===== src/rtl/clock_gen_pkg.sv =====
// rtl/clock_gen_pkg.sv - shared types and defaults for the clock divider bank
package clock_gen_pkg;

   localparam int CG_DIV_WIDTH = 8;

   typedef enum logic [1:0] {
      ST_RESET   = 2'd0,
      ST_LOCKING = 2'd1,
      ST_LOCKED  = 2'd2,
      ST_PWRDN   = 2'd3
   } cg_state_e;

   typedef struct packed {
      logic [CG_DIV_WIDTH-1:0] divide;
      logic [CG_DIV_WIDTH-1:0] phase;
   } chan_cfg_t;

endpackage


===== src/rtl/clock_divider_channel.sv =====
// rtl/clock_divider_channel.sv - one divider channel: period counter plus registered level and strobe
module clock_divider_channel
   import clock_gen_pkg::*;
#(
   parameter int DIV_WIDTH = CG_DIV_WIDTH
) (
   input  logic                 clk,
   input  logic                 reset,
   input  logic                 run,
   input  logic [DIV_WIDTH-1:0] divide,
   input  logic [DIV_WIDTH-1:0] phase,
   output logic                 clk_out,
   output logic                 strobe
);

   logic [DIV_WIDTH-1:0] div_eff;
   logic [DIV_WIDTH-1:0] last_cnt;
   logic [DIV_WIDTH-1:0] eff_phase;
   logic [DIV_WIDTH-1:0] cnt_q, cnt_d;
   logic                 clk_out_q, clk_out_d;
   logic                 strobe_q, strobe_d;

   // Next counter and output values; a zero divide behaves as divide-by-one and the
   // strobe phase is clamped to the last count of the period.
   always_comb begin
      div_eff   = (divide == '0) ? DIV_WIDTH'(1) : divide;
      last_cnt  = div_eff - DIV_WIDTH'(1);
      eff_phase = (phase > last_cnt) ? last_cnt : phase;
      cnt_d     = '0;
      clk_out_d = 1'b0;
      strobe_d  = 1'b0;
      if (run) begin
         cnt_d     = (cnt_q >= last_cnt) ? '0 : cnt_q + DIV_WIDTH'(1);
         clk_out_d = (div_eff == DIV_WIDTH'(1)) ? 1'b1 : (cnt_q < (div_eff >> 1));
         strobe_d  = (cnt_q == eff_phase);
      end
   end

   // Counter and output registers; held at zero whenever the channel is not running.
   always_ff @(posedge clk) begin
      if (reset) begin
         cnt_q     <= '0;
         clk_out_q <= 1'b0;
         strobe_q  <= 1'b0;
      end else begin
         cnt_q     <= cnt_d;
         clk_out_q <= clk_out_d;
         strobe_q  <= strobe_d;
      end
   end

   assign clk_out = clk_out_q;
   assign strobe  = strobe_q;

endmodule


===== src/rtl/clock_divider_bank.sv =====
// rtl/clock_divider_bank.sv - lock sequencing, channel configuration and divider channel array
module clock_divider_bank
   import clock_gen_pkg::*;
#(
   parameter int NUM_OUTPUTS    = 6,
   parameter int DIV_WIDTH      = CG_DIV_WIDTH,
   parameter int LOCK_CYCLES    = 64,
   parameter int DEFAULT_DIVIDE = 2
) (
   input  logic                   clk,
   input  logic                   reset,
   input  logic                   pwrdwn,
   input  logic                   cfg_valid,
   output logic                   cfg_ready,
   input  logic [3:0]             cfg_channel,
   input  logic [DIV_WIDTH-1:0]   cfg_divide,
   input  logic [DIV_WIDTH-1:0]   cfg_phase,
   output logic [NUM_OUTPUTS-1:0] clk_out,
   output logic [NUM_OUTPUTS-1:0] strobe,
   output logic                   locked
);

   localparam int LCW = $clog2(LOCK_CYCLES);

   cg_state_e      state_q, state_d;
   logic [LCW-1:0] lock_cnt_q, lock_cnt_d;
   chan_cfg_t      cfg_q [NUM_OUTPUTS];
   logic           cfg_hit;
   logic           cfg_write;
   logic           run;

   assign locked    = (state_q == ST_LOCKED);
   assign cfg_ready = locked & ~pwrdwn;
   assign cfg_hit   = ({1'b0, cfg_channel} < 5'(NUM_OUTPUTS));
   assign cfg_write = cfg_valid & cfg_ready & cfg_hit;

   // Channels run only while the bank stays locked across this edge, so leaving LOCKED
   // clears the outputs at once and entering LOCKED starts every counter together.
   assign run = (state_q == ST_LOCKED) && (state_d == ST_LOCKED);

   // Lock sequencing: power-down overrides every other transition.
   always_comb begin
      state_d    = state_q;
      lock_cnt_d = '0;
      unique case (state_q)
         ST_RESET:   state_d = ST_LOCKING;
         ST_LOCKING: begin
            if (lock_cnt_q == LCW'(LOCK_CYCLES - 1)) begin
               state_d = ST_LOCKED;
            end else begin
               lock_cnt_d = lock_cnt_q + LCW'(1);
            end
         end
         ST_LOCKED:  if (cfg_write) state_d = ST_LOCKING;
         ST_PWRDN:   state_d = ST_LOCKING;
         default:    state_d = ST_RESET;
      endcase
      if (pwrdwn) begin
         state_d    = ST_PWRDN;
         lock_cnt_d = '0;
      end
   end

   // State and lock counter registers.
   always_ff @(posedge clk) begin
      if (reset) begin
         state_q    <= ST_RESET;
         lock_cnt_q <= '0;
      end else begin
         state_q    <= state_d;
         lock_cnt_q <= lock_cnt_d;
      end
   end

   // Per-channel configuration; writes to channels that do not exist are dropped.
   always_ff @(posedge clk) begin
      for (int i = 0; i < NUM_OUTPUTS; i++) begin
         if (reset) begin
            cfg_q[i] <= '{divide: CG_DIV_WIDTH'(DEFAULT_DIVIDE), phase: '0};
         end else if (cfg_write && (cfg_channel == 4'(i))) begin
            cfg_q[i] <= '{divide: cfg_divide, phase: cfg_phase};
         end
      end
   end

   for (genvar g = 0; g < NUM_OUTPUTS; g++) begin : g_ch
      clock_divider_channel #(
         .DIV_WIDTH (DIV_WIDTH)
      ) u_ch (
         .clk     (clk),
         .reset   (reset),
         .run     (run),
         .divide  (cfg_q[g].divide),
         .phase   (cfg_q[g].phase),
         .clk_out (clk_out[g]),
         .strobe  (strobe[g])
      );
   end

endmodule


===== config.mk =====
export PLATFORM = sky130hd
export DESIGN_NAME = clock_divider_bank
export DESIGN_NICKNAME = d
export VERILOG_FILES = /design/src/rtl/clock_gen_pkg.sv /design/src/rtl/clock_divider_channel.sv /design/src/rtl/clock_divider_bank.sv
export SDC_FILE = /design/constraint.sdc
export NUM_CORES = 1
export LEC_CHECK = 0
export ABC_AREA = 1
export CAP_MARGIN = 30
export CORE_MARGIN = 1
export CORE_UTILIZATION = 57
export DETAILED_ROUTE_END_ITERATION = 7
export GPL_TIMING_DRIVEN = 0
export HOLD_SLACK_MARGIN = 0.08
export PLACE_DENSITY = 0.78
export SYNTH_ARGS = -nofsm -noshare
export SYNTH_HDL_FRONTEND = slang
export SYNTH_SLANG_ARGS = --single-unit

===== constraint.sdc =====
create_clock -name clk -period 2.8 [get_ports clk]
set_clock_uncertainty 0.15 [all_clocks]
set_input_delay 0.56 -clock clk [delete_from_list [all_inputs] [get_ports clk]]
set_output_delay 0.56 -clock clk [all_outputs]
set_load 0.05 [all_outputs]

==> results of run 1 <==
layer usage:
layer / up-vias / routed length (um)
li1: 5478 / -
met1: 5611 / 14100
met2: 809 / 18300
met3: 214 / 3620
met4: 0 / 2170
met5: - / 0
layout make-up:
type,count,area share
plain buffers,23,0.0110
clock inverters,15,0.0115
inverters,245,0.0598
flip-flops and latches,164,0.268
well taps,270,0.0214
multi-input cells,1116,0.506
repair buffers,179,0.0955
clock buffers,17,0.0269
per-stage QoR:
step,cell area [um2],cells,power (mW),TNS (ns),hold slack (ns)
2_1_floorplan,12000,1540,3.20,-0.836,0.265
3_3_place_gp,12700,1846,3.37,-21.84,0.281
3_5_place_dp,12700,1846,3.39,-24.62,0.289
4_1_cts,14900,1986,5.97,-10.27,0.292
5_1_grt,15800,2029,6.35,-30.40,0.306
6_report,15800,2029,6.19,-22.84,0.294
critical path: stages, from the launching register on:
cell and delay, ns:
edfxtp_1 0.43, inv_2 0.11, nand2_4 0.07, nor3_4 0.25, a31oi_4 0.18, inv_2 0.15
ha_4 0.19, clkinv_4 0.08, buf_4 0.15, buf_6 0.12, ha_4 0.20, a21boi_2 0.14
o21a_1 0.17, o21ai_2 0.15, nand2_1 0.11, a21oi_2 0.18, nand2_1 0.10, o211ai_1 0.10
inv_1 0.07, o21ai_2 0.16, nand3_4 0.16, a21oi_2 0.13
registers in the layout (all words and copies together), names as in the netlist:
register / flops
g_ch.u_ch.clk_out: 6
cfg_q: 96
g_ch.u_ch.strobe: 6
g_ch.u_ch.cnt_q: 48
lock_cnt_q: 6
state_q: 2
worst max-delay path by stage:
stage | start | to | slack [ns] | depth (start not counted)
floorplan | cfg_q[3][13] | g_ch[3].u_ch.strobe | -0.13 | 25
global placement | cfg_q[3][13] | g_ch[3].u_ch.strobe | -0.63 | 22
detailed placement | cfg_q[3][13] | g_ch[3].u_ch.strobe | -0.69 | 22
CTS | cfg_q[3][13] | g_ch[3].u_ch.strobe | -0.41 | 22
global route | cfg_q[0][14] | g_ch[0].u_ch.cnt_q[2] | -0.92 | 21
finish | cfg_q[0][14] | g_ch[0].u_ch.cnt_q[3] | -0.84 | 21
cells in the final DEF (no fill, tap or decap), drive strengths merged, types with 23 or more instances in the layout:
| cell type | netlist | routed |
|---|---|---|
| nand2 | 316 | 324 |
| inv | 245 | 252 |
| nor2 | 233 | 233 |
| nand3 | 166 | 166 |
| buf | 23 | 165 |
| ha | 130 | 130 |
| edfxtp | 96 | 96 |
| dfxtp | 68 | 68 |
| a21oi | 50 | 50 |
| o21ai | 37 | 37 |
| xor2 | 36 | 36 |
| clkdlybuf4s50 | 0 | 35 |
| nand4 | 28 | 28 |
| nor3 | 23 | 23 |
kinds of logic after synthesis:
group / synth area share
AO/OA/AOI/OAI: 0.0753
XOR/XNOR: 0.0355
adder cells (fa/ha/maj): 0.138
buffers and inverters: 0.0911
flip-flops: 0.359
AND/OR/NAND/NOR: 0.302
power by group through the flow:
stage,Combinational [mW],Sequential (mW),Clock [mW]
floorplan,0.509,2.69,0
global placement,0.663,2.71,0
detailed placement,0.685,2.71,0
CTS,0.866,2.65,2.45
global route,1.14,2.67,2.54
finish,1.07,2.66,2.46
what timing repair did:
action,CTS,global route
resized for setup,157,147
pin swaps,97,130
cloned,9,1
setup buffers,99,48
endpoints found under the setup margin,58,61
==> Flow_metrics.wiki, run 1 <==
{| class="wikitable"
! Metric !! Value
|-
| Hold-fix buffer count after cts || 0
|-
| Critical setup path kind || flop to flop
|-
| Overall die area || 21300 um2
|-
| Kind of launch point of the worst setup path || flop
|-
| Proportion of netlist area held by the largest area contributor || 0.244
|-
| Overflow left after global routing || 0
|-
| HP Start || reset
|-
| Worst-case setup slack after placement || -0.689 ns
|-
| DRC violations left || 0
|-
| Number of vias per cell after detailed routing || approximately 6.0
|-
| Buffer depth of the longest clock path || 2
|-
| Slew Limit Headroom || 0.513
|-
| TritonCTS buffer count || 17
|-
| Top flip-flop cell by instance count after synthesis || edfxtp_1
|-
| Count of filler cells inserted in the layout || 1249
|-
| Worst R2R Path Depth || 21
|-
| Insertion delay to the later sink of the worst-skew pair || 0.45 ns
|-
| FF-to-FF setup slack || -0.84 ns
|-
| Layout cell share with drive strength beyond 1 || 0.291
|-
| Layout overhead on the synthesized area || 33.8%
|-
| Via count of the first global-routing pass || about 11000
|-
| Startpoint of the lowest-slack register-to-register path || cfg_q[0][14]
|-
| Hold Path Class || input pin to flop
|-
| Setup violators final || 54
|-
| Max-cap violation count || 0
|-
| Crit. End Element || flop
|-
| Maximum number of pins on one net before global-route repair || 19
|-
| Worst setup margin || -0.836 ns
|-
| Actual slew at the worst max-slew pin || 0.728 ns
|-
| Die extent in x || 146 um
|-
| Count of input and output buffers || 36
|-
| CP Data Required Time || between 3 and 4 ns
|-
| Sequential area share after synthesis || 0.359
|-
| Register clock-pin slew on the reported worst setup and hold paths || about 0.080 ns
|-
| Starting density of the core || 0.583
|-
| Shortest clock period the worst path allows after layout || 3.64 ns
|-
| Internal Dissipation || 4.32 mW
|-
| Row cnt || 52
|-
| Count of cell types in the netlist || between 40 and 50
|-
| Library cell with the highest instance count after synthesis || nand2_1
|-
| Fin. max-slew vios || 0
|-
| Wirelength per Cell || 18.8 um
|-
| Area of the multi-input gates || approximately 8000 um2
|-
| First-pass iteration count of the detailed router || 7
|-
| Net Count, Synth || 1694
|-
| Post-layout util || 0.779
|-
| Setup repair after global routing missed its margin || true
|-
| Proportion of total power due to net switching || 0.303
|-
| End of the worst register-to-register path || g_ch[0].u_ch.cnt_q[3]
|-
| Via count || 12100
|-
| Hold path cells || 2
|-
| Register share of total power || 0.430
|-
| Avg Inst Size Synth || 7.68 um2
|-
| Highest ir drop seen on vdd || 0.397 mV
|-
| Met2 global-route usage || 0.541
|-
| Cell types with the highest counts after synthesis || 294 x nand2_1, 228 x inv_1, 225 x nor2_1
|-
| Hold-critical path endpoint || state_q[0]
|-
| Number of DRC markers in iteration 0 || 1182
|-
| Max Clk Rate || around 280 MHz
|-
| Number of enable flip-flop cells after synthesis || 96
|-
| Power density cells || 391 nW/um2
|-
| Final Hold Violating Endpoints || 0
|-
| Synthesis-stage register bit count || 164
|-
| Placeable core region || 20300 um2
|-
| Wire length of the first global-routing pass || approximately 54000 um
|-
| Count of boundary I/O pins || 38
|-
| Root Driver || clkbuf_16
|-
| Leakage component of the power || 6.98 nW
|-
| GP Congestion || around 0.92
|-
| Post-synthesis cell count || 1540
|-
| Share of flip-flops with an asynchronous set or reset || 0
|-
| Switching power || 1.88 mW
|-
| Period utilization || 1.30
|-
| Cell type contributing the most total cell area after synthesis || edfxtp_1
|-
| Count of clock tree sinks || 164
|-
| Global-route total usage across every layer || 0.320
|-
| Sequential cell area in the final layout || 4250 um2
|-
| CTS H-Tree Depth || 4
|-
| Synth warn || 0
|-
| Number of diodes || 0
|-
| Netlist area before placement || ~12000 um2
|-
| Run status || finished, violations left
|-
| Dpl hpwl || 21400 um
|-
| Final wirelength || roughly 38000 um
|-
| Highest net fanout along the worst path || 8
|-
| TritonCTS clock tree || yes
|-
| Vert. Die Dim || 146 um
|-
| Met3 track demand over resource || 0.0647
|-
| Antenna violations before repair || 0
|-
| Part of the total power dissipated in the clock network || 0.397
|-
| Number of nets in the layout || 1900
|-
| Proportion of power drawn by combinational gates || 0.173
|-
| Most Used Layer, Global Route || met2
|-
| Met1 GRT Util || 0.395
|-
| Failing checks || negative setup slack
|-
| Arrival time of the worst setup path || slightly below 4 ns
|-
| Synth top area cells || edfxtp_1 24%, ha_1 14%, dfxtp_1 12%, nand2_1 9.3%, inv_1 7.2%
|-
| Post-DRT Antenna Nets || 0
|}
(Power assumes the default switching activity.)
==> run 2: changes to the inputs <==
- CORE_MARGIN: 1 -> unset
==> results of run 2 <==
Final layout, timing and power as in run 1 (identical DEF).
